### config.mk
export PLATFORM = sky130hd
export DESIGN_NAME = async_fifo
export DESIGN_NICKNAME = d
export VERILOG_FILES = /design/src/rtl/async_fifo.sv
export SDC_FILE = /design/constraint.sdc
export NUM_CORES = 1
export LEC_CHECK = 0
export ABC_CLOCK_PERIOD_IN_PS = 4600
export CAP_MARGIN = 20
export CELL_PAD_IN_SITES_DETAIL_PLACEMENT = 1
export CELL_PAD_IN_SITES_GLOBAL_PLACEMENT = 1
export CORE_ASPECT_RATIO = 1.5
export CORE_UTILIZATION = 52
export CTS_BUF_LIST = sky130_fd_sc_hd__clkbuf_4 sky130_fd_sc_hd__clkbuf_8 sky130_fd_sc_hd__clkbuf_16
export CTS_CLUSTER_DIAMETER = 50
export DETAILED_ROUTE_END_ITERATION = 16
export HOLD_SLACK_MARGIN = 0.12
export PLACE_DENSITY_LB_ADDON = 0.25
export SYNTH_ARGS = -nofsm -noshare
export SYNTH_HDL_FRONTEND = slang
export SYNTH_SLANG_ARGS = --single-unit
export TNS_END_PERCENT = 30
### constraint.sdc
create_clock -name wclk -period 4.6 [get_ports wclk]
set_input_delay 0.69 -clock wclk [delete_from_list [all_inputs] [get_ports wclk]]
set_output_delay 0.69 -clock wclk [all_outputs]
set_load 0.01 [all_outputs]
### src/rtl/async_fifo.sv
// Purpose : single-clock FIFO, SIZE x WIDTH, wrap-bit pointers with full/empty/count from registered pointers.
// Latency : a written word is readable the cycle after its write; data_out is registered and valid one edge after an accepted r_en.
// Backpr. : writes while full and reads while empty are dropped; at full both requests accept only the read, at empty only the write.
//
// Ports:
//   wclk      - sole clock, rising edge
//   arst_n    - asynchronous active-low reset (pointers, data_out, error flags; memory is not reset)
//   w_en      - write request          data_in  - write data (WIDTH)
//   r_en      - read request           data_out - registered read data (WIDTH)
//   full      - FIFO holds SIZE words  empty    - FIFO holds 0 words
//   count     - stored words, 0..SIZE (PTR_LEN+1 bits)
//   overflow  - sticky dropped-write flag   (only with ASYNC_FIFO_ERR_FLAGS_EN)
//   underflow - sticky dropped-read flag    (only with ASYNC_FIFO_ERR_FLAGS_EN)
//
// Optional feature macro: ASYNC_FIFO_ERR_FLAGS_EN
module async_fifo #(
  parameter int WIDTH   = 8,
  parameter int SIZE    = 8,
  parameter int PTR_LEN = $clog2(SIZE)
) (
  input  logic               wclk,
  input  logic               arst_n,
  input  logic               w_en,
  input  logic [WIDTH-1:0]   data_in,
  input  logic               r_en,
  output logic [WIDTH-1:0]   data_out,
  output logic               full,
  output logic               empty,
`ifdef ASYNC_FIFO_ERR_FLAGS_EN
  output logic               overflow,
  output logic               underflow,
`endif
  output logic [PTR_LEN:0]   count
);

  localparam logic [PTR_LEN:0] PTR_INC = {{PTR_LEN{1'b0}}, 1'b1};

  logic [WIDTH-1:0] mem_q [SIZE];
  logic [PTR_LEN:0] wptr_q, wptr_d;
  logic [PTR_LEN:0] rptr_q, rptr_d;
  logic [WIDTH-1:0] data_out_q, data_out_d;
  logic             wr_acc;
  logic             rd_acc;

  // Flags come straight from the registered pointers; the MSB is the wrap bit,
  // so equal low bits with differing wrap bits means SIZE words are stored.
  assign empty = (wptr_q == rptr_q);
  assign full  = (wptr_q[PTR_LEN-1:0] == rptr_q[PTR_LEN-1:0]) &&
                 (wptr_q[PTR_LEN] != rptr_q[PTR_LEN]);
  assign count = wptr_q - rptr_q;

  // Acceptance uses the pre-edge flags, so at full a simultaneous read frees
  // no room for this cycle's write (and vice versa at empty).
  assign wr_acc = w_en && !full;
  assign rd_acc = r_en && !empty;

  assign data_out = data_out_q;

  always_comb begin
    wptr_d     = wptr_q;
    rptr_d     = rptr_q;
    data_out_d = data_out_q;
    if (wr_acc) begin
      wptr_d = wptr_q + PTR_INC;
    end
    if (rd_acc) begin
      rptr_d     = rptr_q + PTR_INC;
      data_out_d = mem_q[rptr_q[PTR_LEN-1:0]];
    end
  end

  always_ff @(posedge wclk or negedge arst_n) begin
    if (!arst_n) begin
      wptr_q     <= '0;
      rptr_q     <= '0;
      data_out_q <= '0;
    end else begin
      wptr_q     <= wptr_d;
      rptr_q     <= rptr_d;
      data_out_q <= data_out_d;
    end
  end

  // Storage is deliberately left out of reset; the pointers alone define validity.
  always_ff @(posedge wclk) begin
    if (wr_acc) begin
      mem_q[wptr_q[PTR_LEN-1:0]] <= data_in;
    end
  end

`ifdef ASYNC_FIFO_ERR_FLAGS_EN
  logic overflow_q, overflow_d;
  logic underflow_q, underflow_d;

  // Sticky until reset: once set, only arst_n clears them.
  always_comb begin
    overflow_d  = overflow_q  || (w_en && full);
    underflow_d = underflow_q || (r_en && empty);
  end

  always_ff @(posedge wclk or negedge arst_n) begin
    if (!arst_n) begin
      overflow_q  <= 1'b0;
      underflow_q <= 1'b0;
    end else begin
      overflow_q  <= overflow_d;
      underflow_q <= underflow_d;
    end
  end

  assign overflow  = overflow_q;
  assign underflow = underflow_q;
`endif

endmodule

# Word-level counts from Yosys, hierarchy flattened
# Memories as Yosys holds them, arrays and structs flattened. A register that Yosys moved wholly into a read port is not among the register bits.
# Cells that the tools add are included.
# classes
n_reduce_logical	6
bitwise	0
n_shift	0
n_div	0
multipliers	0
addsub	3
n_eq_ne	3
order_cmp	0
muxes	2
# op_table
op	count
adder 4 x 1 -> 4 bit (second input constant)	2
== test 4 bit	1
subtractor 4 bit	1
== test 3 bit	1
logical AND 1 bit	3
zero test 1 bit	3
two-way mux 1 bit	2
!= test 1 bit	1
# totals
output_inout_bits	14
register_bits	8
latch_bits	0
in_bits	12
ram_bits	64
mem_count	1
word_cells	17
rom_bits	0
# mem_list
name	words	width	read_ports	rd_ports_with_merged_regs	wr	line_no	source
mem_q	8	8	1	1	1	38	logic [WIDTH-1:0] mem_q [SIZE];

# Logic depth before layout (Yosys ltp)
# Gate-level depths: netlist of the first run.
# depth
word_depth	6
mapped_depth	7
depth_no_buf	6

# Worst setup path before layout of the first run
# No wires, ideal clock.
# synth_path
path_kind	register -> register
startpoint	register wptr_q[0]
endpoint	memory mem_q[0][0] (enable)
arrival_time_ps	2069
path_slack_ps	2136
t_required_ps	4205
n_path_buf	0
stages_incl_launch_ff	7
cell_sequence	dfrtp_1 > inv_1 > ha_1 > nand3_1 > nor2b_1 > nand2b_1 > nor4_1
# synth_between
elab_chain_len	6
# synth_lines
element	line_no	source
from (decl)	39	logic [PTR_LEN:0] wptr_q, wptr_d;
from (signal assigned)	78	wptr_q <= wptr_d;
== test 3 bit	48	assign full = (wptr_q[PTR_LEN-1:0] == rptr_q[PTR_LEN-1:0]) &&
logical AND 1 bit	48	
net full	27	output logic full,
zero test 1 bit	54	assign wr_acc = w_en && !full;
logical AND 1 bit	54	
two-way mux 1 bit	86	if (wr_acc) begin
two-way mux 1 bit (implied by the code)	87	mem_q[wptr_q[PTR_LEN-1:0]] <= data_in;
to (decl)	38	
# The timed path passes the listed nets, and every way through them passes these cells.

# Worst setup path in the final report of the first run
# layout_path
startpoint	register rptr_q[0]
endpoint	output count[3]
# layout_between
elab_chain_len	1
# layout_lines
element	line_no	source
from (decl)	40	logic [PTR_LEN:0] rptr_q, rptr_d;
from (signal assigned)	79	rptr_q <= rptr_d;
subtractor 4 bit	50	assign count = wptr_q - rptr_q;
to (decl)	33	output logic [PTR_LEN:0] count
# No other way between the ends.

==> results of run 1 <==
[kinds of logic (layout without fill, tap and decap cells)]
kind of cell / count (synthesis) / after routing / share of synthesized area, %
XOR/XNOR: 9 / 9 / 2.63
AO/OA/AOI/OAI: 29 / 29 / 6.37
buffers and inverters: 18 / 58 / 2.52
AND/OR/NAND/NOR: 33 / 33 / 4.38
adder cells (fa/ha/maj): 6 / 6 / 2.52
flip-flops: 80 / 80 / 70.8
multiplexers: 33 / 33 / 10.8
[flip-flops by register name, indices dropped and copies added (netlist names)]
register	count
data_out	8
mem_q	64
rptr_q	4
wptr_q	4
[layout make-up]
type                            instances  area [um^2]  share of cell area [%]
Multi-Input combinational cell        110          877                    22.7
Sequential cell                        80         2320                    60.2
Timing Repair Buffer                   32          303                    7.85
Tap cell                               74         92.6                    2.40
Inverter                               10         37.5                   0.973
Clock inverter                          7          101                    2.63
Clock buffer                            9          124                    3.21
[worst min-delay path, stage by stage (launching register included)]
cell and delay, ns:
dfrtp_1 0.35, nand2_1 0.05, o21ai_0 0.07
[per-layer routing]
layer  global-route usage, %  wire length, um  vias to the layer above  part of all wire (%)
met5                       0                0                        -                     0
met4                    8.67              170                        0                   2.4
met3                    3.78              186                       13                   2.6
met2                    43.3             4030                       41                    57
met1                    27.5             2740                      976                    38
li1                        -                -                      849                     -
[power breakdown]
part	internal [mW]	total (mW)	leakage, nW	switching [mW]
clock	0.311	0.577	0.107	0.266
combinational	0.502	1.07	0.534	0.572
sequential	0.950	1.05	0.771	0.102
total	1.76	2.70	1.41	0.940
[worst max-delay path by stage]
stage	from	end	slack, ns	depth (start not counted)
6_report	rptr_q[0]$_DFFE_PN0P_	count[3]	1.40	7
4_1_cts	rptr_q[0]$_DFFE_PN0P_	count[3]	1.37	7
3_5_place_dp	rptr_q[0]$_DFFE_PN0P_	count[3]	1.77	7
3_3_place_gp	rptr_q[0]$_DFFE_PN0P_	count[3]	1.80	7
2_1_floorplan	wptr_q[0]$_DFFE_PN0P_	mem_q[0][0]$_DFFE_PP_	2.14	6
5_1_grt	rptr_q[0]$_DFFE_PN0P_	count[3]	1.27	7
[per-stage QoR]
step,utilization [%],instance area [um^2],std cells,total power [mW],setup slack [ns]
4_1_cts,62.9,3860,322,2.74,1.37
5_1_grt,62.9,3860,322,2.83,1.27
2_1_floorplan,-,3280,208,1.71,2.14
3_5_place_dp,59.2,3630,306,2.15,1.77
3_3_place_gp,59.1,3620,305,2.10,1.80
6_report,62.9,3860,322,2.70,1.40
[synthesized netlist by cell type]
| cell | instances |
|---|---|
| xor2_1 | 2 |
| nand4_1 | 1 |
| buf_4 | 3 |
| xnor2_1 | 6 |
| mux2i_1 | 16 |
| o221ai_1 | 8 |
| inv_1 | 10 |
| buf_1 | 1 |
| mux2_2 | 16 |
| a21oi_1 | 1 |
| nor2b_1 | 2 |
| o21ai_1 | 1 |
| nor2_1 | 6 |
| dfrtp_1 | 16 |
| a22oi_1 | 8 |
| nand3_1 | 2 |
| nor4_1 | 1 |
| xor2_2 | 1 |
| a21o_1 | 1 |
| a41oi_2 | 1 |
| clkbuf_1 | 1 |
| buf_2 | 3 |
| mux2_4 | 1 |
| ha_1 | 5 |
| nand2_1 | 16 |
| fa_1 | 1 |
| nor3_1 | 4 |
| nand2b_1 | 1 |
| edfxtp_1 | 64 |
| o21ai_0 | 9 |
==> key figures, run 1 <==
Global route
  – Initial antenna violation count: 0
  – Vias in the first global route: a little under 2000
  – Largest net degree at the start of global routing: 37
  – Overflow left after global routing: 0
  – GRT Total Usage: a little under a quarter
  – First-pass GRT wire length: roughly 11 mm

Clocking
  – TritonCTS Buffers: 9
  – Clock Path Buffers: 2
  – Clock root buffer: clkbuf_8
  – Clock Sinks: 80
  – CTS tree: done
  – Worst-path clk slew: around 0.08 ns
  – Postcts setup bufs: 0
  – # hold bufs at CTS: 0
  – H-tree depth: 3
  – Clock latency on the worst-skew pair: 0.35 ns
  – Cts repair resizes: 0

Detailed routing
  – Drt total wl: slightly above 7 mm
  – Drt first pass iters: 4
  – Initial drt markers: around 140
  – Via count: between 1500 and 2000
  – Post-DRT Antenna Nets: 0
  – Vias per std cell: 5.84
  – WL/cell: 22.2 um
  – Residual DRC count: 0

Min path
  – Hold depth: 2
  – Hold Startpoint: data_out[4]$_DFFE_PN0P_
  – Hold endpoint: data_out[4]$_DFFE_PN0P_
  – HP Class: reg2reg

Power
  – Worst VDD drop: between 0.0005 and 0.0006 V
  – P_leak: approximately 1.4 nW
  – Power per standard cell area: around 700 nW/um^2

Die
  – Initial Util: a little over half
  – Core footprint: 6130 um^2
  – Top Ports: 26
  – Die area: ~6600 um^2
  – Rows: 35
  – Die width: between 60 and 70 um
  – Die height: ~99 um

Timing
  – Setup violations, final: 0
  – Worst hold margin: 0.497 ns
  – Unrepaired setup endpoints after global routing: false
  – Slew headroom: 43.8%
  – Fin crit period: about 3.2 ns
  – Period utilization: between 60% and 70%
  – F_max: around 310 MHz
  – Worst-Margin Slew: ~0.84 ns
  – Clk_skew: 0.0111 ns
  – Setup TNS: 0 ns
  – Final Hold Vio Count: 0
  – Slew Limit Fails: 0

Critical path
  – FF-to-FF Start: rptr_q[0]$_DFFE_PN0P_
  – Critical Path End Type: output pin
  – Reg-to-reg endpoint: mem_q[5][3]$_DFFE_PP_
  – Reg2reg setup slack: between 1.5 and 2 ns
  – Worst Setup Path Type: reg2out
  – Critical path required time: 3.91 ns
  – WP data arrival: 2.51 ns
  – Worst Setup Start Kind: register
  – CP delay by family, top: buffers and inverters
  – CP max FO: 36
  – Crit path buffers/inverters: 3
  – Worst-case reg-to-reg path depth: 5
  – Cell Chain, Critical Path: buf_4 -> ha_1 -> inv_1 -> a21o_1 -> a21oi_1 -> xor2_1 -> clkdlybuf4s50_1
  – Max stage delay on crit path: about 0.55 ns
  – Crit-path slowest cell: clkdlybuf4s50_1

Final layout
  – Filler cells: slightly below 600
  – Diodes inserted: 0
  – Most used cells in the layout excluding fill and tap cells: edfxtp_1, clkdlybuf4s50_1
  – Layout Nets: between 200 and 300
  – Area grow syn2layout: 17.5%
  – Most common cell after layout, fill and taps aside: edfxtp_1
  – Layout cell share with drive strength beyond 1: roughly 17%

Synth
  – Post-Syn Nets: roughly 230
  – Area leader, netlist: edfxtp_1
  – Post-Synthesis Mean Instance Area: around 16 um^2
  – Distinct cell type count after synthesis: 30
  – Register area share after synthesis: between 70% and 80%
  – Dominant cells by area after synthesis: edfxtp_1, dfrtp_1, mux2_2, mux2i_1, o221ai_1
  – Syn Inst Count: 208
  – Number of synthesis warnings: 0
  – Synthesis-stage register bit count: 80
  – Yosys top cell area share: about three fifths
  – Post-Syn Area: between 3000 and 4000 um^2

Run status
  – Status: completed

Placement
  – HPWL Detailed: about 4.7 mm
  – Gpl congestion: approximately 0.73
  – Port bufs: 25

Job
  – Maxcap violations: 0
Note: power is estimated with default switching activity, not from simulation.
==> inputs of run 2 (changes only) <==
--- a/config.mk
+++ b/config.mk
@@ -5,12 +5,12 @@
 export SDC_FILE = /design/constraint.sdc
 export NUM_CORES = 1
 export LEC_CHECK = 0
-export ABC_CLOCK_PERIOD_IN_PS = 4600
+export ABC_CLOCK_PERIOD_IN_PS = 2990
 export CAP_MARGIN = 20
 export CELL_PAD_IN_SITES_DETAIL_PLACEMENT = 1
 export CELL_PAD_IN_SITES_GLOBAL_PLACEMENT = 1
 export CORE_ASPECT_RATIO = 1.5
-export CORE_UTILIZATION = 52
+export CORE_UTILIZATION = 48
 export CTS_BUF_LIST = sky130_fd_sc_hd__clkbuf_4 sky130_fd_sc_hd__clkbuf_8 sky130_fd_sc_hd__clkbuf_16
 export CTS_CLUSTER_DIAMETER = 50
 export DETAILED_ROUTE_END_ITERATION = 16
==> constraint.sdc (replaced) <==
create_clock -name wclk -period 2.99 [get_ports wclk]
set_input_delay 0.4485 -clock wclk [delete_from_list [all_inputs] [get_ports wclk]]
set_output_delay 0.4485 -clock wclk [all_outputs]
set_load 0.01 [all_outputs]
==> run 2 against run 1 <==
Global-route usage fell by 3.3 points; sequential power rose by 54%; worst hold slack got worse by 0.0052 ns; critical path depth fell by 1; largest cell class unchanged; setup slack got worse by 1.2 ns; non-clock buffer count rose by 4.
==> key figures, run 2 (synthesis gave the netlist of run 1 again) <==
Final layout
  – Cell Count, Final, Fillers Out: approximately 330
  – Most common cell after layout, fill and taps aside: edfxtp_1
  – Diodes inserted: 0
  – Most used cells in the layout excluding fill and tap cells: edfxtp_1, clkdlybuf4s50_1, nand2_1, mux2_2, mux2i_1
  – Design Area, Final: 3900 um^2
  – Util after Layout: between 50% and 60%
  – Max FFs per register: 64
  – Layout cell share with drive strength beyond 1: a little under a fifth
  – Area grow syn2layout: 18.7%
  – Layout Nets: about 270

Clocking
  – Postcts setup bufs: 0
  – CTS tree: done
  – Clock latency on the worst-skew pair: 0.34 ns
  – Worst-path clk slew: about 0.08 ns
  – Clock Sinks: 80
  – H-tree depth: 3
  – Clock root buffer: clkbuf_8
  – Clock Path Buffers: 2
  – TritonCTS Buffers: 9

Detailed routing
  – Drt first pass iters: 4
  – Initial drt markers: 70
  – Drt total wl: between 6 and 7 mm
  – Via count: around 1800
  – Post-DRT Antenna Nets: 0
  – Vias per std cell: approximately 5.5
  – Residual DRC count: 0
  – WL/cell: ~20 um

Placement
  – Gpl congestion: 0.719
  – HPWL Detailed: ~4.6 mm
  – Port bufs: 25
  – Inst Count DP: around 310
  – Post-Place Setup Slack: about 0.47 ns
  – Area post-placement: 3670 um^2

Power
  – P_leak: 1.43 nW
  – Final Total Pwr: 4.16 mW
  – Worst VDD drop: approximately 0.0009 V
  – Power per standard cell area: roughly 1100 nW/um^2

Global route
  – First-pass GRT wire length: between 10 and 15 mm
  – Initial antenna violation count: 0
  – GRT Total Usage: about a fifth
  – Vias in the first global route: slightly below 2000
  – Overflow left after global routing: 0
  – Largest net degree at the start of global routing: 36

Die
  – Initial Util: roughly half
  – Core footprint: between 6000 and 7000 um^2
  – Die width: ~70 um
  – Die area: a little over 7000 um^2
  – Rows: 36
  – Die height: 103 um
  – Top Ports: 26

Critical path
  – CP max FO: 8
  – Worst Setup Path Type: reg2out
  – Crit path buffers/inverters: 2
  – Reg2reg setup slack: ~0.76 ns
  – Critical path required time: 2.54 ns
  – WP data arrival: 2.34 ns
  – CP delay by family, top: buffers and inverters
  – Worst Setup Start Kind: register
  – Critical Path End Type: output pin
  – Cell Chain, Critical Path: inv_1 -> ha_1 -> a21o_1 -> a21oi_1 -> xor2_1 -> clkdlybuf4s50_1
  – Max stage delay on crit path: ~0.58 ns
  – Crit-path slowest cell: clkdlybuf4s50_1

Timing
  – Fin crit period: ~2.8 ns
  – Worst hold margin: around 0.49 ns
  – Unrepaired setup endpoints after global routing: false
  – Setup TNS: 0 ns
  – Final Hold Vio Count: 0
  – Slew headroom: between 40% and 50%
  – Worst-Margin Slew: slightly below 0.8 ns
  – F_max: about 360 MHz
  – Slew Limit Fails: 0
  – Setup violations, final: 0
  – Period utilization: between 90 and 100%
  – Setup WS post-layout: roughly 0.20 ns
  – Clk_skew: 0.00761 ns

Run status
  – Status: completed

Min path
  – HP Class: reg2reg

Job
  – Maxcap violations: 0
==> run 2: worst paths after layout <==
| kind | from | endpoint | depth (start not counted) |
|---|---|---|---|
| hold reg to reg | data_out[1]$_DFFE_PN0P_ | data_out[1]$_DFFE_PN0P_ | 2 |
| hold / removal | data_out[1]$_DFFE_PN0P_ | data_out[1]$_DFFE_PN0P_ | 2 |
| setup / recovery | rptr_q[1]$_DFFE_PN0P_ | count[3] | 6 |
| max in group asynchronous | arst_n | rptr_q[1]$_DFFE_PN0P_ | 1 |
| min in group asynchronous | arst_n | rptr_q[3]$_DFFE_PN0P_ | 1 |
| setup reg to reg | wptr_q[0]$_DFFE_PN0P_ | mem_q[4][2]$_DFFE_PP_ | 6 |
==> run 2: layout make-up <==
type,instances,area (um^2)
Inverter,10,37.5
Clock inverter,6,92.6
Timing Repair Buffer,36,333
Clock buffer,10,131
Multi-Input combinational cell,110,883
Tap cell,76,95.1
Fill cell,626,2640
Sequential cell,80,2320
==> run 2: tightest hold or removal path, delay by kind of cell (launching register included) <==
kind	cells	cell delay [ns]
flip-flops	1	0.35
AND/OR/NAND/NOR	1	0.05
AO/OA/AOI/OAI	1	0.06
==> run 2: timing repair <==
item	in CTS	in global routing
setup endpoints to repair	0	1
gates resized for setup	0	1
endpoints found under the hold margin	0	0
hold buffers	0	0
==> run 2: metal layers <==
| layer | track usage [%] | share of wire, % | up-vias |
|---|---|---|---|
| li1 | - | - | 856 |
| met1 | 23.2 | 40 | 918 |
| met2 | 39.1 | 56 | 36 |
| met3 | 3.97 | 3.1 | 7 |
| met4 | 6.59 | 0.92 | 0 |
| met5 | 0 | 0 | - |
==> run 2: power breakdown <==
group	leakage [nW]	switching (mW)	internal (mW)
clock network	0.107	0.386	0.484
registers	0.770	0.162	1.46
logic	0.556	0.880	0.786
